## config.mk

```make
export PLATFORM = sky130hd
export DESIGN_NAME = drbg_aes_seq_flat
export DESIGN_NICKNAME = d
export VERILOG_FILES = /design/src/rtl/drbg_pkg.sv /design/src/rtl/drbg_aes_seq_if.sv /design/src/rtl/drbg_state_reg.sv /design/src/rtl/drbg_aes_seq.sv /design/src/flat_wrapper.sv
export SDC_FILE = /design/constraint.sdc
export NUM_CORES = 2
export LEC_CHECK = 0
export BUFFER_PORTS_ARGS = -buffer_cell sky130_fd_sc_hd__buf_4
export CAP_MARGIN = 20
export CORE_AREA = 2 2 311 313
export DETAILED_ROUTE_END_ITERATION = 10
export DIE_AREA = 0 0 313 315
export SYNTH_ARGS = -nofsm -noshare
export SYNTH_HDL_FRONTEND = slang
export SYNTH_SLANG_ARGS = --single-unit
```

## constraint.sdc

```tcl
create_clock -name clk -period 7.01 [get_ports clk]
set_input_delay 0.3505 -clock clk [delete_from_list [all_inputs] [get_ports clk]]
set_output_delay 0.3505 -clock clk [all_outputs]
set_load 0.01 [all_outputs]
```

## src/rtl/drbg_pkg.sv

```systemverilog
// Shared constants for the CTR-DRBG sequencer: opcodes, block/seed sizes and
// the sequencer state encoding.
package drbg_pkg;
    localparam int SEEDLEN = 256;
    localparam int BLKLEN  = 128;

    localparam logic [1:0] OP_INST   = 2'd0;
    localparam logic [1:0] OP_RESEED = 2'd1;
    localparam logic [1:0] OP_GEN    = 2'd2;

    typedef enum logic [3:0] {
        ST_IDLE,
        ST_U_LD0,
        ST_U_W0,
        ST_U_LD1,
        ST_U_W1,
        ST_U_COMMIT,
        ST_G_LD,
        ST_G_W,
        ST_G_OUT
    } state_t;
endpackage

```

## src/rtl/drbg_aes_seq_if.sv

```systemverilog
// Bundle of the command, random-output and AES-engine handshakes around the
// DRBG sequencer. The sequencer itself uses the slave view.
interface drbg_aes_seq_if;
    import drbg_pkg::*;

    logic               cmd_valid;
    logic               cmd_ready;
    logic [1:0]         cmd_op;
    logic [SEEDLEN-1:0] cmd_seed;
    logic [7:0]         cmd_nblk;
    logic               err;
    logic               busy;
    logic               reseed_req;
    logic               out_valid;
    logic               out_ready;
    logic [BLKLEN-1:0]  out_data;
    logic               aes_ld;
    logic [BLKLEN-1:0]  aes_key;
    logic [BLKLEN-1:0]  aes_text_in;
    logic               aes_done;
    logic [BLKLEN-1:0]  aes_text_out;

    modport master (
        output cmd_valid, cmd_op, cmd_seed, cmd_nblk, out_ready, aes_done, aes_text_out,
        input  cmd_ready, err, busy, reseed_req, out_valid, out_data, aes_ld, aes_key, aes_text_in
    );

    modport slave (
        input  cmd_valid, cmd_op, cmd_seed, cmd_nblk, out_ready, aes_done, aes_text_out,
        output cmd_ready, err, busy, reseed_req, out_valid, out_data, aes_ld, aes_key, aes_text_in
    );
endinterface

```

## src/rtl/drbg_state_reg.sv

```systemverilog
// DRBG working state: Key, V, the two Update cipher results and the reseed
// counter, with clear / increment / commit controls from the sequencer.
module drbg_state_reg
    import drbg_pkg::*;
#(
    parameter int CNT_W = 32
) (
    input  logic               clk,
    input  logic               srst,
    input  logic               clr,
    input  logic               v_inc,
    input  logic               tmp0_ld,
    input  logic               tmp1_ld,
    input  logic               commit,
    input  logic               rcnt_set1,
    input  logic               rcnt_inc,
    input  logic [BLKLEN-1:0]  text_out,
    input  logic [SEEDLEN-1:0] pd,
    output logic [BLKLEN-1:0]  k,
    output logic [BLKLEN-1:0]  v,
    output logic [CNT_W-1:0]   rcnt
);
    logic [BLKLEN-1:0] k_reg;
    logic [BLKLEN-1:0] v_reg;
    logic [BLKLEN-1:0] tmp0_reg;
    logic [BLKLEN-1:0] tmp1_reg;
    logic [CNT_W-1:0]  rcnt_reg;
    logic [BLKLEN-1:0] k_next;
    logic [BLKLEN-1:0] v_next;

    // Update commit: upper half of provided data folds into Key, lower into V.
    genvar gi;
    generate
        for (gi = 0; gi < BLKLEN / 32; gi++) begin : g_commit
            assign k_next[gi*32 +: 32] = tmp0_reg[gi*32 +: 32] ^ pd[BLKLEN + gi*32 +: 32];
            assign v_next[gi*32 +: 32] = tmp1_reg[gi*32 +: 32] ^ pd[gi*32 +: 32];
        end
    endgenerate

    always_ff @(posedge clk) begin
        if (srst) begin
            k_reg    <= '0;
            v_reg    <= '0;
            tmp0_reg <= '0;
            tmp1_reg <= '0;
            rcnt_reg <= '0;
        end else begin
            if (clr) begin
                k_reg <= '0;
                v_reg <= '0;
            end else if (commit) begin
                k_reg <= k_next;
                v_reg <= v_next;
            end else if (v_inc) begin
                v_reg <= v_reg + BLKLEN'(1);
            end
            if (tmp0_ld) tmp0_reg <= text_out;
            if (tmp1_ld) tmp1_reg <= text_out;
            if (rcnt_set1) begin
                rcnt_reg <= CNT_W'(1);
            end else if (rcnt_inc && (rcnt_reg != '1)) begin
                rcnt_reg <= rcnt_reg + CNT_W'(1);
            end
        end
    end

    assign k    = k_reg;
    assign v    = v_reg;
    assign rcnt = rcnt_reg;
endmodule

```

## src/rtl/drbg_aes_seq.sv

```systemverilog
// CTR-DRBG sequencer: accepts instantiate/reseed/generate commands, drives one
// AES-128 engine for Update and Generate, and streams random blocks out.
module drbg_aes_seq
    import drbg_pkg::*;
#(
    parameter int               CNT_W        = 32,
    parameter logic [CNT_W-1:0] RESEED_LIMIT = CNT_W'(32'h0001_0000)
) (
    input  logic          clk,
    input  logic          rst,
    drbg_aes_seq_if.slave bus
);
    state_t             state_reg;
    state_t             state_next;
    logic [SEEDLEN-1:0] seed_reg;
    logic [7:0]         nblk_reg;
    logic               gen_reg;
    logic               inst_reg;
    logic [BLKLEN-1:0]  out_data_reg;
    logic               out_valid_reg;
    logic               err_reg;
    logic               aes_ld_reg;

    logic               cmd_bad;
    logic               accept;
    logic               reject;
    logic               clr;
    logic               v_inc;
    logic               tmp0_ld;
    logic               tmp1_ld;
    logic               commit;
    logic               rcnt_set1;
    logic               rcnt_inc;
    logic               out_load;
    logic               out_take;
    logic [SEEDLEN-1:0] pd;
    logic [BLKLEN-1:0]  k;
    logic [BLKLEN-1:0]  v;
    logic [CNT_W-1:0]   rcnt;

    // The post-generate Update runs with all-zero provided data.
    assign pd = gen_reg ? '0 : seed_reg;

    drbg_state_reg #(.CNT_W(CNT_W)) u_state (
        .clk       (clk),
        .srst      (rst),
        .clr       (clr),
        .v_inc     (v_inc),
        .tmp0_ld   (tmp0_ld),
        .tmp1_ld   (tmp1_ld),
        .commit    (commit),
        .rcnt_set1 (rcnt_set1),
        .rcnt_inc  (rcnt_inc),
        .text_out  (bus.aes_text_out),
        .pd        (pd),
        .k         (k),
        .v         (v),
        .rcnt      (rcnt)
    );

    assign cmd_bad = (bus.cmd_op == 2'd3)
                  || ((bus.cmd_op != OP_INST) && !inst_reg)
                  || ((bus.cmd_op == OP_GEN) && ((bus.cmd_nblk == 8'd0) || (rcnt > RESEED_LIMIT)));

    always_ff @(posedge clk) begin
        if (rst) state_reg <= ST_IDLE;
        else     state_reg <= state_next;
    end

    always_comb begin
        state_next = state_reg;
        accept     = 1'b0;
        reject     = 1'b0;
        clr        = 1'b0;
        v_inc      = 1'b0;
        tmp0_ld    = 1'b0;
        tmp1_ld    = 1'b0;
        commit     = 1'b0;
        rcnt_set1  = 1'b0;
        rcnt_inc   = 1'b0;
        out_load   = 1'b0;
        out_take   = 1'b0;
        case (state_reg)
            ST_IDLE: begin
                if (bus.cmd_valid) begin
                    if (cmd_bad) begin
                        reject = 1'b1;
                    end else begin
                        accept     = 1'b1;
                        clr        = (bus.cmd_op == OP_INST);
                        state_next = (bus.cmd_op == OP_GEN) ? ST_G_LD : ST_U_LD0;
                    end
                end
            end
            ST_U_LD0: begin
                v_inc      = 1'b1;
                state_next = ST_U_W0;
            end
            ST_U_W0: begin
                if (bus.aes_done) begin
                    tmp0_ld    = 1'b1;
                    state_next = ST_U_LD1;
                end
            end
            ST_U_LD1: begin
                v_inc      = 1'b1;
                state_next = ST_U_W1;
            end
            ST_U_W1: begin
                if (bus.aes_done) begin
                    tmp1_ld    = 1'b1;
                    state_next = ST_U_COMMIT;
                end
            end
            ST_U_COMMIT: begin
                commit     = 1'b1;
                rcnt_inc   = gen_reg;
                rcnt_set1  = !gen_reg;
                state_next = ST_IDLE;
            end
            ST_G_LD: begin
                v_inc      = 1'b1;
                state_next = ST_G_W;
            end
            ST_G_W: begin
                if (bus.aes_done) begin
                    out_load   = 1'b1;
                    state_next = ST_G_OUT;
                end
            end
            ST_G_OUT: begin
                if (bus.out_ready) begin
                    out_take   = 1'b1;
                    state_next = (nblk_reg == 8'd1) ? ST_U_LD0 : ST_G_LD;
                end
            end
            default: state_next = ST_IDLE;
        endcase
    end

    // V is already incremented when the start pulse goes out one cycle later.
    always_ff @(posedge clk) begin
        if (rst) begin
            seed_reg      <= '0;
            nblk_reg      <= '0;
            gen_reg       <= 1'b0;
            inst_reg      <= 1'b0;
            out_data_reg  <= '0;
            out_valid_reg <= 1'b0;
            err_reg       <= 1'b0;
            aes_ld_reg    <= 1'b0;
        end else begin
            err_reg    <= reject;
            aes_ld_reg <= (state_reg == ST_U_LD0) || (state_reg == ST_U_LD1) || (state_reg == ST_G_LD);
            if (accept) begin
                seed_reg <= bus.cmd_seed;
                nblk_reg <= bus.cmd_nblk;
                gen_reg  <= (bus.cmd_op == OP_GEN);
            end
            if (out_load) begin
                out_data_reg  <= bus.aes_text_out;
                out_valid_reg <= 1'b1;
            end else if (out_take) begin
                out_valid_reg <= 1'b0;
                nblk_reg      <= nblk_reg - 8'd1;
            end
            if (commit && !gen_reg) inst_reg <= 1'b1;
        end
    end

    assign bus.cmd_ready   = (state_reg == ST_IDLE);
    assign bus.busy        = (state_reg != ST_IDLE);
    assign bus.err         = err_reg;
    assign bus.reseed_req  = (rcnt > RESEED_LIMIT);
    assign bus.out_valid   = out_valid_reg;
    assign bus.out_data    = out_data_reg;
    assign bus.aes_ld      = aes_ld_reg;
    assign bus.aes_key     = k;
    assign bus.aes_text_in = v;
endmodule

```

## src/flat_wrapper.sv

```systemverilog
// flat-port wrapper written by rule: the top's interface ports become plain ports
module drbg_aes_seq_flat import drbg_pkg::*;
#(
    parameter int               CNT_W        = 32,
    parameter logic [CNT_W-1:0] RESEED_LIMIT = CNT_W'(32'h0001_0000)
)
  (clk, rst, bus_cmd_valid, bus_cmd_op, bus_cmd_seed, bus_cmd_nblk, bus_out_ready, bus_aes_done, bus_aes_text_out, bus_cmd_ready, bus_err, bus_busy, bus_reseed_req, bus_out_valid, bus_out_data, bus_aes_ld, bus_aes_key, bus_aes_text_in);
  drbg_aes_seq_if bus_i ();
  input  logic clk;
  input  logic rst;
  input wire logic [$bits(bus_i.cmd_valid)-1:0] bus_cmd_valid;
  input wire logic [$bits(bus_i.cmd_op)-1:0] bus_cmd_op;
  input wire logic [$bits(bus_i.cmd_seed)-1:0] bus_cmd_seed;
  input wire logic [$bits(bus_i.cmd_nblk)-1:0] bus_cmd_nblk;
  input wire logic [$bits(bus_i.out_ready)-1:0] bus_out_ready;
  input wire logic [$bits(bus_i.aes_done)-1:0] bus_aes_done;
  input wire logic [$bits(bus_i.aes_text_out)-1:0] bus_aes_text_out;
  output wire logic [$bits(bus_i.cmd_ready)-1:0] bus_cmd_ready;
  output wire logic [$bits(bus_i.err)-1:0] bus_err;
  output wire logic [$bits(bus_i.busy)-1:0] bus_busy;
  output wire logic [$bits(bus_i.reseed_req)-1:0] bus_reseed_req;
  output wire logic [$bits(bus_i.out_valid)-1:0] bus_out_valid;
  output wire logic [$bits(bus_i.out_data)-1:0] bus_out_data;
  output wire logic [$bits(bus_i.aes_ld)-1:0] bus_aes_ld;
  output wire logic [$bits(bus_i.aes_key)-1:0] bus_aes_key;
  output wire logic [$bits(bus_i.aes_text_in)-1:0] bus_aes_text_in;
  assign bus_i.cmd_valid = bus_cmd_valid;
  assign bus_i.cmd_op = bus_cmd_op;
  assign bus_i.cmd_seed = bus_cmd_seed;
  assign bus_i.cmd_nblk = bus_cmd_nblk;
  assign bus_i.out_ready = bus_out_ready;
  assign bus_i.aes_done = bus_aes_done;
  assign bus_i.aes_text_out = bus_aes_text_out;
  assign bus_cmd_ready = bus_i.cmd_ready;
  assign bus_err = bus_i.err;
  assign bus_busy = bus_i.busy;
  assign bus_reseed_req = bus_i.reseed_req;
  assign bus_out_valid = bus_i.out_valid;
  assign bus_out_data = bus_i.out_data;
  assign bus_aes_ld = bus_i.aes_ld;
  assign bus_aes_key = bus_i.aes_key;
  assign bus_aes_text_in = bus_i.aes_text_in;
  drbg_aes_seq #(.CNT_W(CNT_W), .RESEED_LIMIT(RESEED_LIMIT)) u_core (.clk(clk), .rst(rst), .bus(bus_i));
endmodule
```

# Yosys cells after proc, flatten, opt, wreduce, memory -nomap -nowiden
# Cells that the tools add are included.
# totals
reg_bits	945
output_inout_bits	390
input_bits	399
elab_cells	107
# classes
n_bitwise	10
addsub	3
n_mux	36
eq_ne	18
reduce_logical	24
magnitude_cmp	1
# op_table
operator	count
$mux W128	2
$mux W256	1
$xor A32 B32 Y32	8
$add A128 B1 Y128 const B	1
$add A32 B1 Y32 const B	1
$gt A32 B17 Y1 const B	1
$ne A32 B32 Y1 const B	1
$pmux W4 S8	1
$mux W4	6
$mux W8	3
$mux W1	21
$eq A4 B3 Y1 const B	4
$ne A2 B2 Y1 const B	6
$eq A4 B2 Y1 const B	2
$eq A8 B1 Y1 const B	1
$logic_not A8 Y1	1
$reduce_bool A2 Y1	4
$sub A8 B1 Y8 const B	1
$mux W3	2
$reduce_and A6 Y1	1
$reduce_or A3 Y1	2
$logic_or A1 B1 Y1	5
$eq A2 B2 Y1 const B	2
$eq A4 B1 Y1 const B	1
other kinds (8)	14

# Logic depth before layout (Yosys ltp)
# logic_depth
depth_word	10
ltp_mapped	12
mapped_depth_nobuf	9

# Modules after synthesis
# From an unflattened synthesis, not the netlist that was laid out.
# hier_totals
hier_cells	4868
hier_area_um2	41115.7
# modules_own_cells
mod	instances	area_each_um2	cells_each	seq_area_each_um2
drbg_state_reg	1	25134.1	2760	10890.4
drbg_aes_seq	1	15981.6	2108	8027.7

# Least setup slack after synthesis
# Ideal clock, no wire load.
# synth_path
path_type	flip-flop to flip-flop
start	reg u_core.state_reg[3]
end	reg u_core.u_state.v_reg[81], in the netlist u_core.u_state.v[81]
required_ns	6.940
arrival_time_ns	2.500
path_buffers	3
period_less_slack_ns	2.570
slack_ns	4.440
setup_time_ns	0.070
path_stages_with_launch	11
cell_sequence	dfxtp_1 buf_6 or3b_1 buf_6 a2111oi_4 and3_1 buf_6 nand2_4 or4_4 xor2_1 a21oi_1
# synth_between
elab_chain_len	4
elab_cells_between_ends	12
classes_between	eq/ne (4); mux (4); reduce/logical (4)
# synth_rtl
element	line_no	text
start, declared	drbg_aes_seq.sv:13	state_t state_reg;
start signal, assigned	drbg_aes_seq.sv:67	else state_reg <= state_next;
$eq A4 B3 Y1 (tied with other cells)	drbg_aes_seq.sv:83	case (state_reg)
$reduce_or A3 Y1 (no line)	-	
$mux W1	drbg_aes_seq.sv:83	
$reduce_bool A2 Y1 (no line)	-	
end signal, assigned	drbg_state_reg.sv:53	v_reg <= v_next;
end signal, assigned	drbg_state_reg.sv:55	v_reg <= v_reg + BLKLEN'(1);
end, declared	drbg_state_reg.sv:24	logic [BLKLEN-1:0] v_reg;
# Parallel ways exist; a longest one is shown, timed or not.
# A chain may end at the register's enable or synchronous reset.

# Final worst setup path
# layout_path
start	reg u_core.state_reg[2]
end	reg u_core.u_state.v_reg[82], in the netlist u_core.u_state.v[82]
# Same word-level chain as after synthesis.

==> results.cfg <==
[run_status]
status = finished clean

[clocking]
cts_made_buffers = 105
post_cts_buffers = 0
clk_path_buf_depth = 3
worstSkewPairLatency_ps = 700
ctsResizeCount = 0
clkTransAtPathRegs_ps = 70
htreeDepth = 3
cts_root_buffer = clkbuf_16
cts_tree = yes
clock_sinks = 945

[timing]
worstMarginPinSlew_ps = 1196
max_slew_margin_pct = 19.55
hold_ws_ps = 111.3
rsz0062_at_grt = no
slew_viol_final = 0
finalClockSkew_ps = 32.73
post-route-period-util_pct = 53.26
finalCriticalPeriod_ps = 3734
tns_ps = 0
finalHoldViolations = 0
fmax_mhz = 267.8
setup_viol = 0
worst_slack_ps = 3276

[setup_path]
setup.worst_path.class = reg -> reg
required_ps = 7560
critPathLaunch = u_core.state_reg[2]
crit_path_max_fanout = 20
cp-start-kind = flop
endpoint_kind = flop
reg2reg_setup_slack_ps = 3280
cp-endpoint = u_core.u_state.v[82]
reg2reg_depth = 7
reg2reg_to = u_core.u_state.v[82]
cp.arrival_ps = 4290
worstReg2RegStart = u_core.state_reg[2]

[floorplanning]
die_y_um = 315
core_area_mm2 = 0.09571
io_pins = 789
rows = 114
die-area_mm2 = 0.09860
fp.dieW_um = 313
initial_core_util_pct = 41.60

[final_layout]
final_cell_mix = nand2_1, dfxtp_1, buf_4
nets = 6411
fill_cells = 8926
final_layout_size_suffix_gt1_share_pct = 16.85
largest_reg_flops = 256
final_common_cell = nand2_1
area_delta_synth_final_pct = 35.68
final_core_util_pct = 56.44

[drt]
vias = 38130
drtIter0Drc = 2591
wl_per_cell_um = 19.87
drtPass1Iterations = 7
avgViaCountPerCell = 5.166
drc = 0
finalWirelength_um = 146600
final_antenna_net_count = 0

[global_route]
first_global_vias = 36428
antenna_found_initial = 9
grt_start_max_net_pins = 219
grt.total_usage_pct = 28.59
overflow = 0
grt_first_pass_wirelength_um = 220600

[power_and_ir_drop]
p_leak_nw = 19.43
p_total_mw = 14.86
ir_worst_vdd_v = 0.0002342
power_density_mw_per_mm2 = 275.2

[synth]
synth_cell_types = 59
yosysSeqAreaShare_pct = 47.52
netlist_area_mm2 = 0.03981
syn_inst = 5037
synth_enable_flop_cells = 0
synth_seq_cells = 945
async_flop_share_pct = 0
synth_flop_cell = dfxtp_1
syn-num-nets = 5441
avgSynthCellArea_um2 = 7.904
ys_warn_count = 0

[flow_run]
drv_cap = 0

[placed_design]
gp_congestion = 0.8607
io_buffer_count = 788
hpwl_um = 99210
post-place-ws_ps = 3276

[worst_hold_path]
hp-class = in -> reg
## per-stage QoR
step | instance area [um2] | instances
after global routing | 54010 | 7381
after detailed placement | 46370 | 6779
final | 54010 | 7381
after CTS | 53980 | 7370
after floorplan | 39810 | 5037
after global placement | 46370 | 6779
## how the worst min path moves through the flow
stage	start	end	slack (ps)	depth (start not counted)
after global placement	u_core.seed_reg[204]	u_core.seed_reg[204]	440	2
after CTS	bus_cmd_op[1]	u_core.gen_reg	60	4
after floorplan	u_core.seed_reg[103]	u_core.seed_reg[103]	430	2
after global routing	bus_cmd_op[1]	u_core.gen_reg	110	4
after detailed placement	u_core.seed_reg[135]	u_core.seed_reg[135]	440	2
final	bus_cmd_op[1]	u_core.gen_reg	110	4
## layout make-up
cell class	instances	area (um2)	area share [%]
Clock buffer	156	3112	5.761
Multi-Input combinational cell	3721	19530	36.15
Antenna cell	9	22.52	0.04170
Clock inverter	40	546.8	1.012
Inverter	18	67.56	0.1251
Timing Repair Buffer	1216	10220	18.92
Tap cell	1276	1597	2.956
Sequential cell	945	18920	35.03
## synth_stat cells, types with 36 or more instances
cell type | number | share of area [%]
a211oi_1 | 167 | 3.1
xor2_1 | 63 | 1.4
nand4_1 | 64 | 1.0
a21oi_1 | 745 | 9.4
nor2_1 | 275 | 2.6
nand3_1 | 81 | 1.0
xnor2_1 | 333 | 7.3
nand2b_1 | 120 | 1.9
nand2_1 | 1384 | 13
dfxtp_1 | 945 | 48
nor4_1 | 36 | 0.57
nor3_1 | 44 | 0.55
nor2b_1 | 143 | 2.2
and3_1 | 40 | 0.63
clkbuf_1 | 315 | 3.0
o21ai_0 | 91 | 1.1
## where the power goes
group	switching [mW]	internal [mW]	total (mW)
combinational	1.64	1.17	2.81
clock	2.37	3.45	5.83
sequential	0.392	5.83	6.23
total	4.40	10.5	14.9
## worst max-delay path, cell delays in order (launching register included)
cell and delay [ps]:
dfxtp_1 780, nand4bb_1 400, a2111oi_4 840, and3_1 530
nand4_4 360, nor4_1 400, xnor2_1 170, a21oi_1 80
## cell families after synthesis
group | Yosys count | share of synthesized area, %
xor gates and xnor gates | 396 | 8.712
and+or+nand+nor | 2273 | 25.33
muxes | 5 | 0.1257
adders and majority gates | 5 | 0.1571
AOI/OAI and AO/OA | 1042 | 14.49
buffers and inverters | 371 | 3.661
DFF | 945 | 47.52
## timing repair
item                                    4_1_cts  5_1_grt
hold endpoints to repair                    652        0
endpoints found under the setup margin        0        0
hold buffers                                395        0
## per-layer routing
| layer | up-vias | global-route usage [%] | routed length [um] |
|---|---|---|---|
| met5 | - | 0 | 0 |
| met4 | 0 | 10.79 | 5051 |
| met3 | 248 | 6.618 | 10100 |
| met2 | 1130 | 47.31 | 69280 |
| met1 | 18075 | 36.22 | 62210 |
| li1 | 18677 | - | - |
(Power assumes the default switching activity.)
